[src/rtl/dspi_nor_pkg.sv]
// Shared types and constants for the dual-I/O NOR read controller:
// FSM states, request size codes and the fixed sck counts of each phase.
package dspi_nor_pkg;

    typedef enum logic [2:0] {
        ST_IDLE,
        ST_CMD,
        ST_ADDR,
        ST_DUMMY,
        ST_DATA,
        ST_GAP
    } state_t;

    localparam logic [1:0] SZ_BYTE = 2'd0;
    localparam logic [1:0] SZ_HALF = 2'd1;
    localparam logic [1:0] SZ_WORD = 2'd2;
    localparam logic [1:0] SZ_RSVD = 2'd3;

    localparam int CMD_SCK   = 4;
    localparam int ADDR_SCK  = 12;
    localparam int DUMMY_SCK = 8;
    localparam int PRE_SCK   = CMD_SCK + ADDR_SCK + DUMMY_SCK;

    // Total sck rising edges for one transaction; the reserved code reads a word.
    function automatic logic [5:0] total_sck(input logic [1:0] size);
        case (size)
            SZ_BYTE: return 6'(PRE_SCK + 4);
            SZ_HALF: return 6'(PRE_SCK + 8);
            default: return 6'(PRE_SCK + 16);
        endcase
    endfunction

    // rx holds bytes in arrival order (first byte most significant); resp is little-endian.
    function automatic logic [31:0] pack_le(input logic [31:0] rx, input logic [1:0] size);
        case (size)
            SZ_BYTE: return {24'h0, rx[7:0]};
            SZ_HALF: return {16'h0, rx[7:0], rx[15:8]};
            default: return {rx[7:0], rx[15:8], rx[23:16], rx[31:24]};
        endcase
    endfunction

endpackage

[src/rtl/dspi_sck_gen.sv]
// sck generator: toggles sck every CLK_DIV clk cycles while run is high and
// flags the clk edge that will produce each rising or falling sck edge.
module dspi_sck_gen #(
    parameter int CLK_DIV = 2
) (
    input  logic clk,
    input  logic rstn,
    input  logic run,
    output logic sck,
    output logic rise,
    output logic fall
);

    logic [7:0] cnt;
    logic       wrap;

    assign wrap = run && (cnt == 8'(CLK_DIV - 1));
    assign rise = wrap && !sck;
    assign fall = wrap && sck;

    always_ff @(posedge clk or negedge rstn) begin
        if (!rstn) begin
            cnt <= 8'd0;
            sck <= 1'b0;
        end else if (!run) begin
            cnt <= 8'd0;
            sck <= 1'b0;
        end else if (wrap) begin
            cnt <= 8'd0;
            sck <= ~sck;
        end else begin
            cnt <= cnt + 8'd1;
        end
    end

endmodule

[src/rtl/dspi_nor_ctrl.sv]
// Dual-I/O (opcode 0xBB style) NOR flash read controller: one request in,
// one little-endian response out, with csb/sck/dio sequencing to the flash.
module dspi_nor_ctrl
    import dspi_nor_pkg::*;
#(
    parameter int         CLK_DIV = 2,
    parameter logic [7:0] RD_CMD  = 8'hBB,
    parameter int         CSH_CYC = 4
) (
    input  logic        clk,
    input  logic        rstn,
    input  logic        req_vld,
    output logic        req_rdy,
    input  logic [23:0] req_addr,
    input  logic [1:0]  req_size,
    output logic        resp_vld,
    output logic [31:0] resp_data,
    output logic        sck,
    output logic        csb,
    output logic [1:0]  dio_o,
    output logic [1:0]  dio_oe,
    input  logic [1:0]  dio_i,
    output logic [2:0]  dbg_state
);

    // Handshake: a request transfers on a clk edge with req_vld & req_rdy; req_rdy is
    // high only in IDLE, so req_vld seen elsewhere is dropped, never queued.
    state_t      state;
    logic        run, rise, fall;
    logic [31:0] tx_sr, rx_sr;
    logic [5:0]  rcnt, n_sck;
    logic [1:0]  size_q;
    logic [7:0]  gcnt;

    assign dbg_state = state;

    dspi_sck_gen #(.CLK_DIV(CLK_DIV)) u_sck (
        .clk  (clk),
        .rstn (rstn),
        .run  (run),
        .sck  (sck),
        .rise (rise),
        .fall (fall)
    );

    always_ff @(posedge clk or negedge rstn) begin
        if (!rstn) begin
            state     <= ST_IDLE;
            req_rdy   <= 1'b0;
            csb       <= 1'b1;
            run       <= 1'b0;
            dio_o     <= 2'b00;
            dio_oe    <= 2'b00;
            resp_vld  <= 1'b0;
            resp_data <= 32'h0;
            tx_sr     <= 32'h0;
            rx_sr     <= 32'h0;
            rcnt      <= 6'd0;
            n_sck     <= 6'd0;
            size_q    <= SZ_BYTE;
            gcnt      <= 8'd0;
        end else begin
            resp_vld <= 1'b0;
            if (rise)
                rcnt <= rcnt + 6'd1;
            case (state)
                ST_IDLE: begin
                    if (req_vld && req_rdy) begin
                        req_rdy <= 1'b0;
                        size_q  <= req_size;
                        n_sck   <= total_sck(req_size);
                        tx_sr   <= {RD_CMD, req_addr};
                        rx_sr   <= 32'h0;
                        rcnt    <= 6'd0;
                        state   <= ST_CMD;
                    end else begin
                        req_rdy <= 1'b1;
                    end
                end
                ST_CMD, ST_ADDR: begin
                    // First cycle of CMD drops csb and presents the opcode MSBs.
                    if (csb || fall) begin
                        csb    <= 1'b0;
                        run    <= 1'b1;
                        dio_oe <= 2'b11;
                        dio_o  <= tx_sr[31:30];
                        tx_sr  <= {tx_sr[29:0], 2'b00};
                    end
                    if (rise && rcnt == 6'(CMD_SCK - 1))
                        state <= ST_ADDR;
                    if (rise && rcnt == 6'(CMD_SCK + ADDR_SCK - 1))
                        state <= ST_DUMMY;
                end
                ST_DUMMY: begin
                    if (fall) begin
                        dio_oe <= 2'b00;
                        dio_o  <= 2'b00;
                    end
                    if (rise && rcnt == 6'(PRE_SCK - 1))
                        state <= ST_DATA;
                end
                ST_DATA: begin
                    if (rise)
                        rx_sr <= {rx_sr[29:0], dio_i};
                    // The would-be fall after the last rise ends the burst instead.
                    if (fall && rcnt == n_sck) begin
                        csb       <= 1'b1;
                        run       <= 1'b0;
                        resp_vld  <= 1'b1;
                        resp_data <= pack_le(rx_sr, size_q);
                        gcnt      <= 8'(CSH_CYC - 1);
                        state     <= ST_GAP;
                    end
                end
                ST_GAP: begin
                    if (gcnt == 8'd0) begin
                        state   <= ST_IDLE;
                        req_rdy <= 1'b1;
                    end else begin
                        gcnt <= gcnt - 8'd1;
                    end
                end
                default: state <= ST_IDLE;
            endcase
        end
    end

endmodule

[config.mk]
export PLATFORM = sky130hd
export DESIGN_NAME = dspi_nor_ctrl
export DESIGN_NICKNAME = d
export VERILOG_FILES = /design/src/rtl/dspi_nor_pkg.sv /design/src/rtl/dspi_sck_gen.sv /design/src/rtl/dspi_nor_ctrl.sv
export SDC_FILE = /design/constraint.sdc
export NUM_CORES = 1
export LEC_CHECK = 0
export CORE_MARGIN = 2
export CORE_UTILIZATION = 60
export CTS_CLUSTER_DIAMETER = 60
export CTS_CLUSTER_SIZE = 30
export DETAILED_ROUTE_END_ITERATION = 8
export GPL_TIMING_DRIVEN = 0
export PLACE_DENSITY = 0.82
export SLEW_MARGIN = 20
export SYNTH_ARGS = -nofsm -noshare
export SYNTH_HDL_FRONTEND = slang
export SYNTH_SLANG_ARGS = --single-unit
[constraint.sdc]
create_clock -name clk -period 6.1 [get_ports clk]
set_clock_uncertainty 0.1 [all_clocks]
set_input_delay 1.22 -clock clk [delete_from_list [all_inputs] [get_ports clk]]
set_output_delay 1.22 -clock clk [all_outputs]
set_load 0.01 [all_outputs]
==> flow_summary.json <==
{
  "drv_slew": 0,
  "avgSynthCellArea_um2": 10.4,
  "p_comb_share_pct": 2.1,
  "switching_share_pct": 20.0,
  "ant_nets": 0,
  "drtPass1Iterations": 7,
  "outcome": "finished, final reports clean",
  "drt_iter0_drc": 347,
  "grt_pass1_vias": 5350,
  "post_cts_buffers": 0,
  "h-tree-depth": 4,
  "p_total_mw": 1.95,
  "cp.required_ns": 4.78,
  "worstPathCellList": "clkdlybuf4s50_1",
  "r2r_end": "tx_sr[28]",
  "antennaDiodeCount": 0,
  "start_kind": "register",
  "p_seq_share_pct": 45.6,
  "worstRegToRegCells": 8,
  "p_per_area_mw_per_mm2": 238,
  "hold_slack_ns": 0.396,
  "vias": 5201,
  "die_w_um": 109,
  "drv_cap": 0,
  "path_clk_slew_ns": 0.06,
  "synth_flop_cell": "dfrtp_1",
  "slew_headroom_pct": 52.4,
  "final_common_cell": "dfrtp_1",
  "hold_depth": 1,
  "finalCriticalPeriod_ns": 2.96,
  "cp_top_family": "flip-flops",
  "via_per_inst": 5.88,
  "r2r-start": "u_sck.cnt[1]",
  "peakVddDrop_mv": 0.189,
  "r2r_setup_slack_ns": 3.44,
  "criticalPathCategory": "reg -> out",
  "portBuffers": 73,
  "critPathCaptureType": "primary output",
  "cp_slowest_cell": "dfstp_2",
  "fp-row-count": 38,
  "gp_congestion": 0.888,
  "hold_viol": 0,
  "grt-ovfl-total": 0,
  "grtUsageTotal_pct": 28.5,
  "fp.coreArea_mm2": 0.0108,
  "cts_hold_buffers": 0,
  "ys_ff_latch": 134,
  "setup_viol": 0,
  "cpPeakStageDelay_ns": 0.57,
  "worst_hold_path.endpoint": "tx_sr[28]",
  "p_leak_nw": 3.72,
  "syn_inst": 638,
  "grt_first_pass_wirelength_mm": 26.2,
  "hpwl_mm": 10.5,
  "clock_latency_ns": 0.53,
  "dpl_cell_area_mm2": 0.00760,
  "antenna_found_initial": 0,
  "cts_tree": "built",
  "rsz0062_at_grt": "false",
  "layout-drive-gt1-share_pct": 16.4,
  "fmax_ghz": 0.338,
  "crit_start": "csb",
  "syn_area_mm2": 0.00666,
  "crit_buf_inv": 1,
  "die-area_mm2": 0.0120,
  "async_reset_ff_share_pct": 100,
  "p_clk_share_pct": 52.3,
  "hold_class": "reg -> reg",
  "syn_nets": 675,
  "wl_per_cell_um": 17.6,
  "io-pin-count": 74,
  "chipHeight_um": 109,
  "nets": 768,
  "final_cell_mix": "133 x dfrtp_1, 72 x clkdlybuf4s50_1, 69 x inv_1",
  "final_util_pct": 75.5,
  "arrival_ns": 1.64,
  "min_from": "tx_sr[28]",
  "fin_area_mm2": 0.00819,
  "yosysSeqAreaShare_pct": 50.4,
  "cts_num_sinks": 134,
  "ys_warn_count": 0,
  "wirelength_mm": 15.5,
  "synth_edf_count": 0,
  "post_cts_resized": 0,
  "clockBufferDepth": 2,
  "fin_ws_ns": 3.14,
  "cp_max_fo": 6,
  "synth_cell_type_count": 62,
  "p_switching_uw": 390,
  "dpl_worst_slack_ns": 2.79,
  "drcViolationCount": 0,
  "min_period_over_period_pct": 48.5,
  "path_depth": 1,
  "start_util_pct": 61.4,
  "tightest_slew_ns": 0.713,
  "p_int_mw": 1.56,
  "grt_start_max_net_pins": 89,
  "cts_made_buffers": 17,
  "clock_tree.root_cell": "clkbuf_8",
  "syn_to_final_growth_pct": 23.0
}
stage by stage:
step                cells  setup TNS [ns]
CTS                   884               0
global placement      851         -184.57
global route          884               0
finish                884               0
detailed placement    852               0
floorplan             638               0
power groups by stage:
stage | Combinational, mW | Clock (mW) | Sequential (mW)
after floorplan | 0.000784 | 0 | 0.905
final | 0.0401 | 1.02 | 0.889
after global placement | 0.0375 | 0 | 0.906
after CTS | 0.0413 | 1.03 | 0.889
after global routing | 0.0451 | 1.07 | 0.889
after detailed placement | 0.0411 | 0 | 0.905
cell families (layout without fill, tap and decap cells):
family	count (synthesis)	in the layout	share of synthesized area (%)
compound gates	132	132	12.5
xor+xnor	11	11	1.45
fa+ha+maj	6	6	1.13
buf+inv	111	217	7.24
flops	134	134	50.4
mux	97	97	15.8
simple gates	147	147	11.5
synthesized netlist by cell type (2+ instances only):
cell type	n	area (um2)
dfrtp_1	133	3330
inv_1	69	259
mux2_2	62	698
nand2_1	56	210
o21ai_0	54	270
mux2i_1	33	330
o211ai_1	33	248
nor2_1	30	113
clkbuf_1	22	82.6
a21oi_1	16	80.1
nand3_1	10	50.1
buf_2	9	45.0
xor2_1	8	70.1
nand2b_1	7	43.8
o31ai_1	7	52.6
or4_1	7	52.6
ha_1	6	75.1
buf_4	5	37.5
nor2b_1	4	25.0
a21o_1	3	22.5
a311oi_1	3	26.3
and2_1	3	18.8
and3_1	3	18.8
buf_1	3	11.3
nand4_1	3	18.8
or2_2	3	18.8
or3_1	3	18.8
xnor2_1	3	26.3
a221oi_1	2	17.5
a31oi_1	2	12.5
mux2_1	2	22.5
nor3_1	2	10.0
nor4_1	2	12.5
nor4bb_1	2	20.0
flip-flops by register name, indices dropped and copies added (netlist names), 2 cells and up:
| register | cells |
|---|---|
| size_q | 2 |
| u_sck.cnt | 8 |
| dio_o | 2 |
| resp_data | 32 |
| tx_sr | 32 |
| dbg_state | 3 |
| n_sck | 3 |
| rcnt | 6 |
| gcnt | 8 |
| rx_sr | 32 |
area by class of cell:
class	instances	area [um2]
timing repair buffer	74	763
multi-input combinational	393	2820
clock inverter	9	124
buffer	42	223
sequential	134	3350
fill	749	2650
inverter	69	259
clock buffer	23	467
tap	140	175
worst max path at each step:
stage,endpoint,slack (ns)
after floorplan,tx_sr[28],3.62
after global placement,tx_sr[18],-1.40
after detailed placement,tx_sr[28],2.79
after CTS,csb,3.11
after global routing,csb,3.07
final,csb,3.14
metal layers:
layer	global-route usage, %	up-vias	share of wire (%)
met3	9.01	31	7.1
met4	10.1	0	1.9
met2	45.2	193	49
li1	-	2392	-
met1	37.1	2585	42
met5	0	-	0
Note: power is estimated with default switching activity, not from simulation.
==> RTL change, RTL diff (config.mk and constraints unchanged) <==
Reset style: synchronous (`rstn`), changed in 2 clocked blocks.
--- a/src/rtl/dspi_sck_gen.sv
+++ b/src/rtl/dspi_sck_gen.sv
@@ -20,3 +20,3 @@
 
-    always_ff @(posedge clk or negedge rstn) begin
+    always_ff @(posedge clk) begin
         if (!rstn) begin
--- a/src/rtl/dspi_nor_ctrl.sv
+++ b/src/rtl/dspi_nor_ctrl.sv
@@ -45,3 +45,3 @@
 
-    always_ff @(posedge clk or negedge rstn) begin
+    always_ff @(posedge clk) begin
         if (!rstn) begin
Check against the original RTL: differs if rstn is asserted again (counterexample within 4 cycles, from zero or initial values and one cycle with rstn low); with rstn held inactive, the same outputs for 10 cycles.
==> RTL change against the unedited design <==
Worst setup slack got worse by 0.19 ns. Cell area down 12%. Non-clock buffer count up 9. Maximum frequency decreased by 5.9%. Routed wire length hardly changed. Sequential cell count unchanged. Synthesized area is 15% lower. Critical path type is now in -> reg.
Power is not compared: it rests on default switching activity, and its combinational part moved more than twofold at a synthesized area within 25%.
==> RTL change: results (changes against the unedited design) <==
| Metric | Value |
|---|---|
| Share of layout cells above drive strength 1 | 7.07% (was 16.4%) |
| Syn Inst Count | 675 (was 638) |
| Largest net degree at the start of global routing | 17 (was 89) |
| Maximum fanout along the worst path | 10 (was 6) |
| R2r setup slk | 3.38 ns (was 3.44 ns) |
| Vias | 5,380 (was 5,201) |
| First-pass GRT wire length | 25.0 mm (was 26.2 mm) |
| Fraction of registers with async set/reset | 0% (was 100%) |
| First-pass detailed-route iteration total | 5 (was 7) |
| Vias in the first global route | 5,116 (was 5,350) |
| 1st-iter DRT viols | 382 (was 347) |
| Reg2reg end | rx_sr[29] (was tx_sr[28]) |
| Status | finished, final reports clean (unchanged) |
| Routed wire length | 15.5 mm (about the same) |
| Worst R2R Path Depth | 7 (was 8) |
| FILL cells | 633 (was 749) |
| Routing usage on met3 | 5.94% (was 9.01%) |
| Top cells by area, synth | dfxtp_1, nand2_1, nor2_1 (was dfrtp_1, mux2_2, mux2i_1) |
| Routability congestion estimate | 0.885 (was 0.888) |
| Hold_ws | 0.359 ns (was 0.396 ns) |
| Detailed placement HPWL | 10.4 mm (was 10.5 mm) |
| Distinct cells, synth | 50 (was 62) |
| Dominant synthesized flop cell | dfxtp_1 (was dfrtp_1) |
| Relative slew slack | 40.2% (was 52.4%) |
| Wire per inst | 17.5 um (was 17.6 um) |
| Final #Nets | 804 (was 768) |
| Post-synth top cells | nand2_1, dfxtp_1, nor2_1 (was dfrtp_1, inv_1, mux2_2) |
| FF-to-FF Start | u_sck.cnt[0] (was u_sck.cnt[1]) |
| Hold Path Depth | 2 (was 1) |
| Placed cells | 859 (was 852) |
| Met1 usage | 39.0% (was 37.1%) |
## RTL change: cell types whose count changed after synthesis, moves of 25 or more
cell / change
dfxtp_1: +134
a21boi_0: +25
nor2_1: +48
dfrtp_1: -133
o21ai_0: -30
nand2_1: +79
mux2_2: -62
inv_1: -61
nand3_1: +33
## RTL change: where the power goes
group / internal (mW) / leakage (nW) / switching [mW] / total [mW]
registers: 0.939 / 1.09 / 0.0387 / 0.978
logic: 0.126 / 1.19 / 0.214 / 0.340
clock network: 0.754 / 0.313 / 0.379 / 1.13
total: 1.82 / 2.59 / 0.632 / 2.45
## RTL change: worst max path at each step
stage	slack (ns)	end	startpoint	cells after the start
floorplan	3.47	tx_sr[10]	req_vld	6
global placement	2.64	rx_sr[31]	req_vld	7
detailed placement	2.57	rx_sr[20]	req_vld	7
CTS	3.01	rx_sr[19]	req_vld	7
global route	2.88	rx_sr[19]	req_vld	7
finish	2.95	rx_sr[19]	req_vld	7
## RTL change: through the flow
step                      instance area [sq um]  setup slack (ns)  total power [mW]
after global placement                     6530              2.64              1.31
after detailed placement                   6530              2.57              1.32
final                                      7190              2.95              2.45
after global routing                       7190              2.88              2.54
after CTS                                  7190              3.01              2.45
after floorplan                            5660              3.47              1.21
## RTL change: critical path, stage by stage
cell	delay, ns
clkdlybuf4s50_1	0.51
nand2_1	0.10
nor4_1	0.69
a21oi_1	0.32
clkbuf_1	0.31
nand2_1	0.15
a21boi_0	0.13
## RTL change: layout make-up
cell class                 count  area (sq um)  share of cell area [%]
multi-input combinational    480          2730                    38.0
sequential                   134          2680                    37.3
timing repair buffer          73           731                    10.2
clock buffer                  18           428                    5.96
clock inverter                12           226                    3.15
buffer                        52           215                    2.99
tap                          111           139                    1.93
inverter                       9          33.8                   0.470
## RTL change: cell families (layout without fill, tap and decap cells)
logic type | Yosys count | after routing | synth area share, %
buffers and inverters | 61 | 164 | 4.40
adder cells (fa/ha/maj) | 6 | 6 | 1.33
flip-flops | 134 | 134 | 47.4
XOR/XNOR | 20 | 20 | 3.09
AO/OA/AOI/OAI | 157 | 157 | 20.0
multiplexers | 9 | 9 | 1.59
AND/OR/NAND/NOR | 288 | 288 | 22.2
## RTL change: routing by layer
metal	share of wire [%]	up-vias	routed length (um)
li1	-	2534	-
met1	42	2560	6520
met2	49	239	7690
met3	6.1	47	953
met4	2.4	0	374
met5	0	-	0
